<file path="src/rtl/mem_io_bus_arbiter.sv">
// Two-requester arbiter for the shared CPU memory/IO port: data has priority,
// fetch is protected from starvation by a bounded data-grant streak.
module mem_io_bus_arbiter #(
    parameter int unsigned ACC_CYCLES = 2,
    parameter int unsigned STARVE_MAX = 4
) (
    input  logic        clk,
    input  logic        rst,
    input  logic        f_req,
    input  logic [15:0] f_addr,
    output logic        f_ack,
    output logic [15:0] f_rdata,
    input  logic        d_req,
    input  logic        d_rw,
    input  logic        d_memio,
    input  logic [15:0] d_addr,
    input  logic [15:0] d_wdata,
    output logic        d_ack,
    output logic [15:0] d_rdata,
    output logic        bus_en,
    output logic        bus_RW,
    output logic        bus_MemIO,
    output logic [15:0] bus_addr,
    output logic [15:0] bus_data_write,
    input  logic [15:0] bus_data_read,
    output logic        busy
);

    localparam int unsigned CNT_W    = (ACC_CYCLES > 1) ? $clog2(ACC_CYCLES) : 1;
    localparam int unsigned STREAK_W = $clog2(STARVE_MAX + 1);

    typedef enum logic [1:0] {
        S_IDLE,
        S_ACCESS,
        S_RESP
    } state_t;

    state_t              state, state_nxt;
    logic [CNT_W-1:0]    cnt, cnt_nxt;
    logic [STREAK_W-1:0] streak, streak_nxt;
    logic                gnt, gnt_nxt;
    logic                bus_en_nxt, bus_rw_nxt, bus_memio_nxt;
    logic [15:0]         bus_addr_nxt, bus_data_write_nxt;
    logic                f_ack_nxt, d_ack_nxt, busy_nxt;
    logic [15:0]         f_rdata_nxt, d_rdata_nxt;

    // State and output registers
    always_ff @(posedge clk) begin
        if (rst) begin
            state          <= S_IDLE;
            cnt            <= '0;
            streak         <= '0;
            gnt            <= 1'b0;
            bus_en         <= 1'b0;
            bus_RW         <= 1'b0;
            bus_MemIO      <= 1'b0;
            bus_addr       <= '0;
            bus_data_write <= '0;
            f_ack          <= 1'b0;
            d_ack          <= 1'b0;
            f_rdata        <= '0;
            d_rdata        <= '0;
            busy           <= 1'b0;
        end else begin
            state          <= state_nxt;
            cnt            <= cnt_nxt;
            streak         <= streak_nxt;
            gnt            <= gnt_nxt;
            bus_en         <= bus_en_nxt;
            bus_RW         <= bus_rw_nxt;
            bus_MemIO      <= bus_memio_nxt;
            bus_addr       <= bus_addr_nxt;
            bus_data_write <= bus_data_write_nxt;
            f_ack          <= f_ack_nxt;
            d_ack          <= d_ack_nxt;
            f_rdata        <= f_rdata_nxt;
            d_rdata        <= d_rdata_nxt;
            busy           <= busy_nxt;
        end
    end

    // Arbitration, access sequencing and next-output computation
    always_comb begin
        state_nxt          = state;
        cnt_nxt            = cnt;
        streak_nxt         = streak;
        gnt_nxt            = gnt;
        bus_en_nxt         = bus_en;
        bus_rw_nxt         = bus_RW;
        bus_memio_nxt      = bus_MemIO;
        bus_addr_nxt       = bus_addr;
        bus_data_write_nxt = bus_data_write;
        f_ack_nxt          = 1'b0;
        d_ack_nxt          = 1'b0;
        f_rdata_nxt        = f_rdata;
        d_rdata_nxt        = d_rdata;

        case (state)
            S_IDLE: begin
                if (d_req && (!f_req || (streak < STREAK_W'(STARVE_MAX)))) begin
                    gnt_nxt            = 1'b1;
                    bus_en_nxt         = 1'b1;
                    bus_rw_nxt         = d_rw;
                    bus_memio_nxt      = d_memio;
                    bus_addr_nxt       = d_addr;
                    bus_data_write_nxt = d_wdata;
                    cnt_nxt            = '0;
                    state_nxt          = S_ACCESS;
                    // Granting data past a waiting fetch implies streak < STARVE_MAX,
                    // so the increment saturates naturally at STARVE_MAX.
                    streak_nxt         = f_req ? (streak + STREAK_W'(1)) : '0;
                end else if (f_req) begin
                    gnt_nxt            = 1'b0;
                    bus_en_nxt         = 1'b1;
                    bus_rw_nxt         = 1'b0;
                    bus_memio_nxt      = 1'b0;
                    bus_addr_nxt       = f_addr;
                    bus_data_write_nxt = '0;
                    cnt_nxt            = '0;
                    state_nxt          = S_ACCESS;
                    streak_nxt         = '0;
                end
            end
            S_ACCESS: begin
                if (cnt == CNT_W'(ACC_CYCLES - 1)) begin
                    if (!bus_RW) begin
                        if (gnt) d_rdata_nxt = bus_data_read;
                        else     f_rdata_nxt = bus_data_read;
                    end
                    bus_en_nxt = 1'b0;
                    state_nxt  = S_RESP;
                end else begin
                    cnt_nxt = cnt + CNT_W'(1);
                end
            end
            S_RESP: begin
                d_ack_nxt = gnt;
                f_ack_nxt = !gnt;
                state_nxt = S_IDLE;
            end
            default: state_nxt = S_IDLE;
        endcase

        busy_nxt = (state_nxt != S_IDLE);
    end

endmodule

</file>
<file path="config.mk">
export PLATFORM = sky130hd
export DESIGN_NAME = mem_io_bus_arbiter
export DESIGN_NICKNAME = d
export VERILOG_FILES = /design/src/rtl/mem_io_bus_arbiter.sv
export SDC_FILE = /design/constraint.sdc
export NUM_CORES = 1
export LEC_CHECK = 0
export ABC_AREA = 1
export BUFFER_PORTS_ARGS = -buffer_cell sky130_fd_sc_hd__buf_4
export CORE_ASPECT_RATIO = 0.8
export CORE_UTILIZATION = 40
export DETAILED_ROUTE_END_ITERATION = 10
export HOLD_SLACK_MARGIN = 0.03
export PLACE_DENSITY = 0.67
export SKIP_CTS_REPAIR_TIMING = 1
export SLEW_MARGIN = 40
export SYNTH_ARGS = -nofsm -noshare
export SYNTH_HDL_FRONTEND = slang
export SYNTH_SLANG_ARGS = --single-unit
</file>
<file path="constraint.sdc">
create_clock -name clk -period 1.3 [get_ports clk]
set_input_delay 0.26 -clock clk [delete_from_list [all_inputs] [get_ports clk]]
set_output_delay 0.26 -clock clk [all_outputs]
set_load 0.005 [all_outputs]
</file>
# After elaboration in Yosys (flattened, before gate mapping)
# Cells that the tools add are included.
totals:
  register_bits: 77
op_classes:
  addsub: 2
  order_cmp: 1
  eq_ne: 4
  mux: 22
  bitwise: 3
  reduce_logical: 14
ops:
  columns: ["op", "n"]
  rows:
  - ["$mux W16", 4]
  - ["$mux W1", 9]
  - ["$mux W3", 3]
  - ["$reduce_and A4 Y1", 2]
  - ["$mux W2", 3]
  - ["$reduce_bool A2 Y1", 3]
  - ["$pmux W1 S2", 2]
  - ["$pmux W2 S2", 1]
  - ["$reduce_and A2 Y1", 2]
  - ["$add A3 B1 Y3 const B", 1]
  - ["$lt A3 B3 Y1 const B", 1]
  - ["$ne A3 B3 Y1 const B", 1]
  - ["$not A1 Y1", 3]
  - ["$reduce_and A3 Y1", 1]
  - ["$eq A2 B1 Y1 const B", 1]
  - ["$eq A2 B2 Y1 const B", 1]
  - ["$logic_not A1 Y1", 2]
  - ["$logic_not A2 Y1", 1]
  - ["$ne A2 B2 Y1 const B", 1]
  - ["$reduce_or A2 Y1", 1]
  - ["$add A1 B1 Y1 const B", 1]
  - ["$logic_and A1 B1 Y1", 1]
  - ["$logic_or A1 B1 Y1", 1]

# Depth between registers and ports, before layout
depth:
  depth_word: 6
  ltp_mapped: 7
  ltp_nobuf: 6

# Worst setup path before layout
# No wires, ideal clock.
synth_path:
  path_type: "reg-to-reg"
  from: "register state[0]"
  to: "register f_rdata[0]"
  t_arrival_ns: 0.997
  slack_ns: 0.191
  stages_incl_launch_ff: 7
  n_path_buf: 1
  synth_period_minus_slack_ns: 1.109
  cell_sequence: "dfxtp_1 > nand3_2 > nor2_2 > buf_2 > nand2_1 > nand2_1 > nor2_1"
synth_between:
  elab_chain_len: 2
synth_rtl:
  columns: ["item", "line_no", "rtl"]
  rows:
  - ["start, declared", "38", "state_t state, state_nxt;"]
  - ["start signal, assigned", "65", "state <= state_nxt;"]
  - ["$eq A2 B1 Y1", "98", "case (state)"]
  - ["$reduce_and A4 Y1 (no source line)", null, null]
  - ["end signal, assigned", "76", "f_rdata <= f_rdata_nxt;"]
  - ["end, declared", "12", "output logic [15:0] f_rdata,"]
# No other way between the ends.
# A chain may end at the register's enable or synchronous reset.

# Worst setup path in the final report
layout_path:
  from: "register state[1]"
  to: "register d_rdata[9]"
layout_between:
  elab_chain_len: 2
layout_rtl:
  columns: ["item", "line_no", "rtl"]
  rows:
  - ["$eq A2 B1 Y1", "98", null]
  - ["$reduce_and A4 Y1 (no source line)", null, null]
  - ["end signal, assigned", "77", "d_rdata <= d_rdata_nxt;"]
  - ["end, declared", "19", "output logic [15:0] d_rdata,"]
# No other way between the ends.

==> results.yml <==
global_routing:
  gr-total-overflow: 0
  grtUsageTotal: 0.188
  antenna_found_initial: 0
  grt_pass1_wl_mm: 12.4
  grt_pass1_vias: 2853
  grt_max_degree: 33
finish:
  nNetsFinal: 702
  drive_gt1_frac: 0.277
  layout_commonest_cell: "nand2_1"
  final_cells: 743
  n_antenna_cell: 0
  areaGrowthSynthToFinish_pct: 43.0
  layout_common_cells: "nand2_1, buf_4, nor2_1"
pwr:
  vdd_drop_max_v: 0.000652
  fin_total_pwr_mw: 5.45
  p_leak_nw: 2.38
  p_per_area_nw_per_um2: 1170
floorplanning:
  rows: 29
  initial_core_util: 0.411
  die_y_um: 82.6
  chipWidth_um: 103
  die_area_um2: 8500
  io_pins: 140
  core_area_um2: 7910
placement:
  place_inst: 728
  place_congestion: 0.717
  port_buffers: 139
  dp_slack_ns: 0.0827
  dpl.hpwl_mm: 5.54
synth:
  synth_top_area_frac: 0.474
  netlist_area_um2: 3250
  synth.distinct_cells: 19
  postSynthCellCount: 496
  synth.area.top_cells: "dfxtp_1, nand2_1, nor2_1, inv_1, a21oi_1"
  seq_area_frac_synth: 0.474
  yosys_warnings: 0
  syn_area_per_cell_um2: 6.56
  yosys.area.top_type: "dfxtp_1"
  synth-seq-cells: 77
  syn_nets: 567
clock_tree:
  htreeDepth: 3
  clk_pin_slew_ns: 0.08
  insertion_delay_ns: 0.34
  cts_tree: "built"
  cts_buffers: 9
  clockBufferDepth: 2
  cts_root_buf: "clkbuf_8"
  clock_sinks: 77
routing:
  drtAntennaViolNets: 0
  drt_pre_antenna_iters: 4
  drc: 0
  vias: 3229
  vias_per_cell: 4.35
  dr.first_iter.drc_count: 60
  wl_per_cell_um: 10.6
  routed_wirelength_mm: 7.91
worst_setup_path:
  r2r_start: "state[1]"
  crit_path_start_kind: "flop"
  critPathKind: "reg -> reg"
  cp.required_ns: 1.54
  r2r_end: "d_rdata[9]"
  max_stage_delay_ns: 0.34
  slowest_stage: "dfxtp_1"
  crit_fanout: 32
  cp_common_cell: "nand2_1"
  worstPathArrival_ns: 1.37
  setup.worst_path.end_class: "flop"
  path_cells: "inv_2 -> nand3_1 -> nor2_2 -> buf_12 -> nand2_1 -> nand2_1 -> nor2_1"
  rr_worst_depth: 7
  r2r_setup_slack_ns: 0.17
timing:
  fin_tns_setup_ns: 0
  tightestPinTransition_ns: 0.333
  slew_viol_final: 0
  min_period_ns: 1.13
  clock_skew_ns: 0.0100
  slew_headroom: 0.777
  rsz0062_at_grt: "no"
  setup_viol: 0
  period_share: 0.873
  hold_viol: 0
  hold_slack_ns: 0.184
  fin_ws_ns: 0.166
  clock.fmax_ghz: 0.882
hold_path:
  min_path_cells: 3
  whs_endpoint: "bus_data_write[2]"
  hp-class: "in -> reg"
  min_from: "d_wdata[2]"
outcome:
  status: "complete, no violations"
flow_run:
  cap_violations: 0
[registers in the layout, indices dropped and copies added, names as in the netlist]
name and count:
busy 1, bus_addr 16, cnt 1, streak 3
bus_en 1, bus_data_write 16, bus_RW 1, state 2
f_ack 1, d_rdata 16, gnt 1, bus_MemIO 1
d_ack 1, f_rdata 16
[layout make-up]
cell class	count	area, um2
Timing Repair Buffer	150	1190
Clock inverter	3	43.8
Sequential cell	77	1540
Clock buffer	12	165
Tap cell	108	135
Multi-Input combinational cell	336	1360
Fill cell	766	3260
Inverter	57	214
[critical path, delay by kind of cell (launching register included)]
family / cells / cell delay (ns)
simple gates: 5 / 0.40
buf+inv: 2 / 0.29
flops: 1 / 0.34
[layer usage]
layer  wire length, um  up-vias  track usage
li1                  -     1736            -
met1              3670     1393        0.219
met2              3560       93        0.319
met3               597        7       0.0657
met4                80        0       0.0704
met5                 0        -            0
[synth_stat cells]
cell	instances
nand2_1	161
nor2_1	118
dfxtp_1	77
inv_1	53
a21oi_1	25
nand3_1	22
buf_2	12
clkbuf_1	7
buf_4	6
nor2_2	4
inv_2	3
buf_1	1
clkinv_1	1
ha_1	1
nand2_2	1
nand3_2	1
nand4_1	1
nor2_4	1
o21a_1	1
[metrics by stage]
step | cell area, um2 | utilization
5_1_grt | 4650 | 0.588
3_5_place_dp | 4440 | 0.561
2_1_floorplan | 3250 | -
3_3_place_gp | 4440 | 0.561
4_1_cts | 4650 | 0.588
6_report | 4650 | 0.588
[how the worst max path moves through the flow]
stage	endpoint	cells after the start	from	slack, ns
floorplan	f_rdata[0]	6	state[0]	0.19
global placement	bus_data_write[0]	7	f_req	0.13
detailed placement	bus_data_write[0]	6	f_req	0.08
CTS	d_rdata[9]	6	state[0]	0.11
global route	d_rdata[2]	6	gnt	0.03
finish	d_rdata[9]	7	state[1]	0.17
[cells by family (layout without fill, tap and decap cells)]
logic type / after synthesis / in the layout / synth area share
and+or+nand+nor: 309 / 309 / 0.374
buffers and inverters: 83 / 222 / 0.107
DFF: 77 / 77 / 0.474
AOI/OAI and AO/OA: 26 / 26 / 0.0408
adders and majority gates: 1 / 1 / 0.00385
[power breakdown]
part	internal, mW	total [mW]	switching (mW)
logic	0.507	0.988	0.481
registers	2.51	2.59	0.0856
clock network	1.03	1.87	0.833
(Power assumes the default switching activity.)
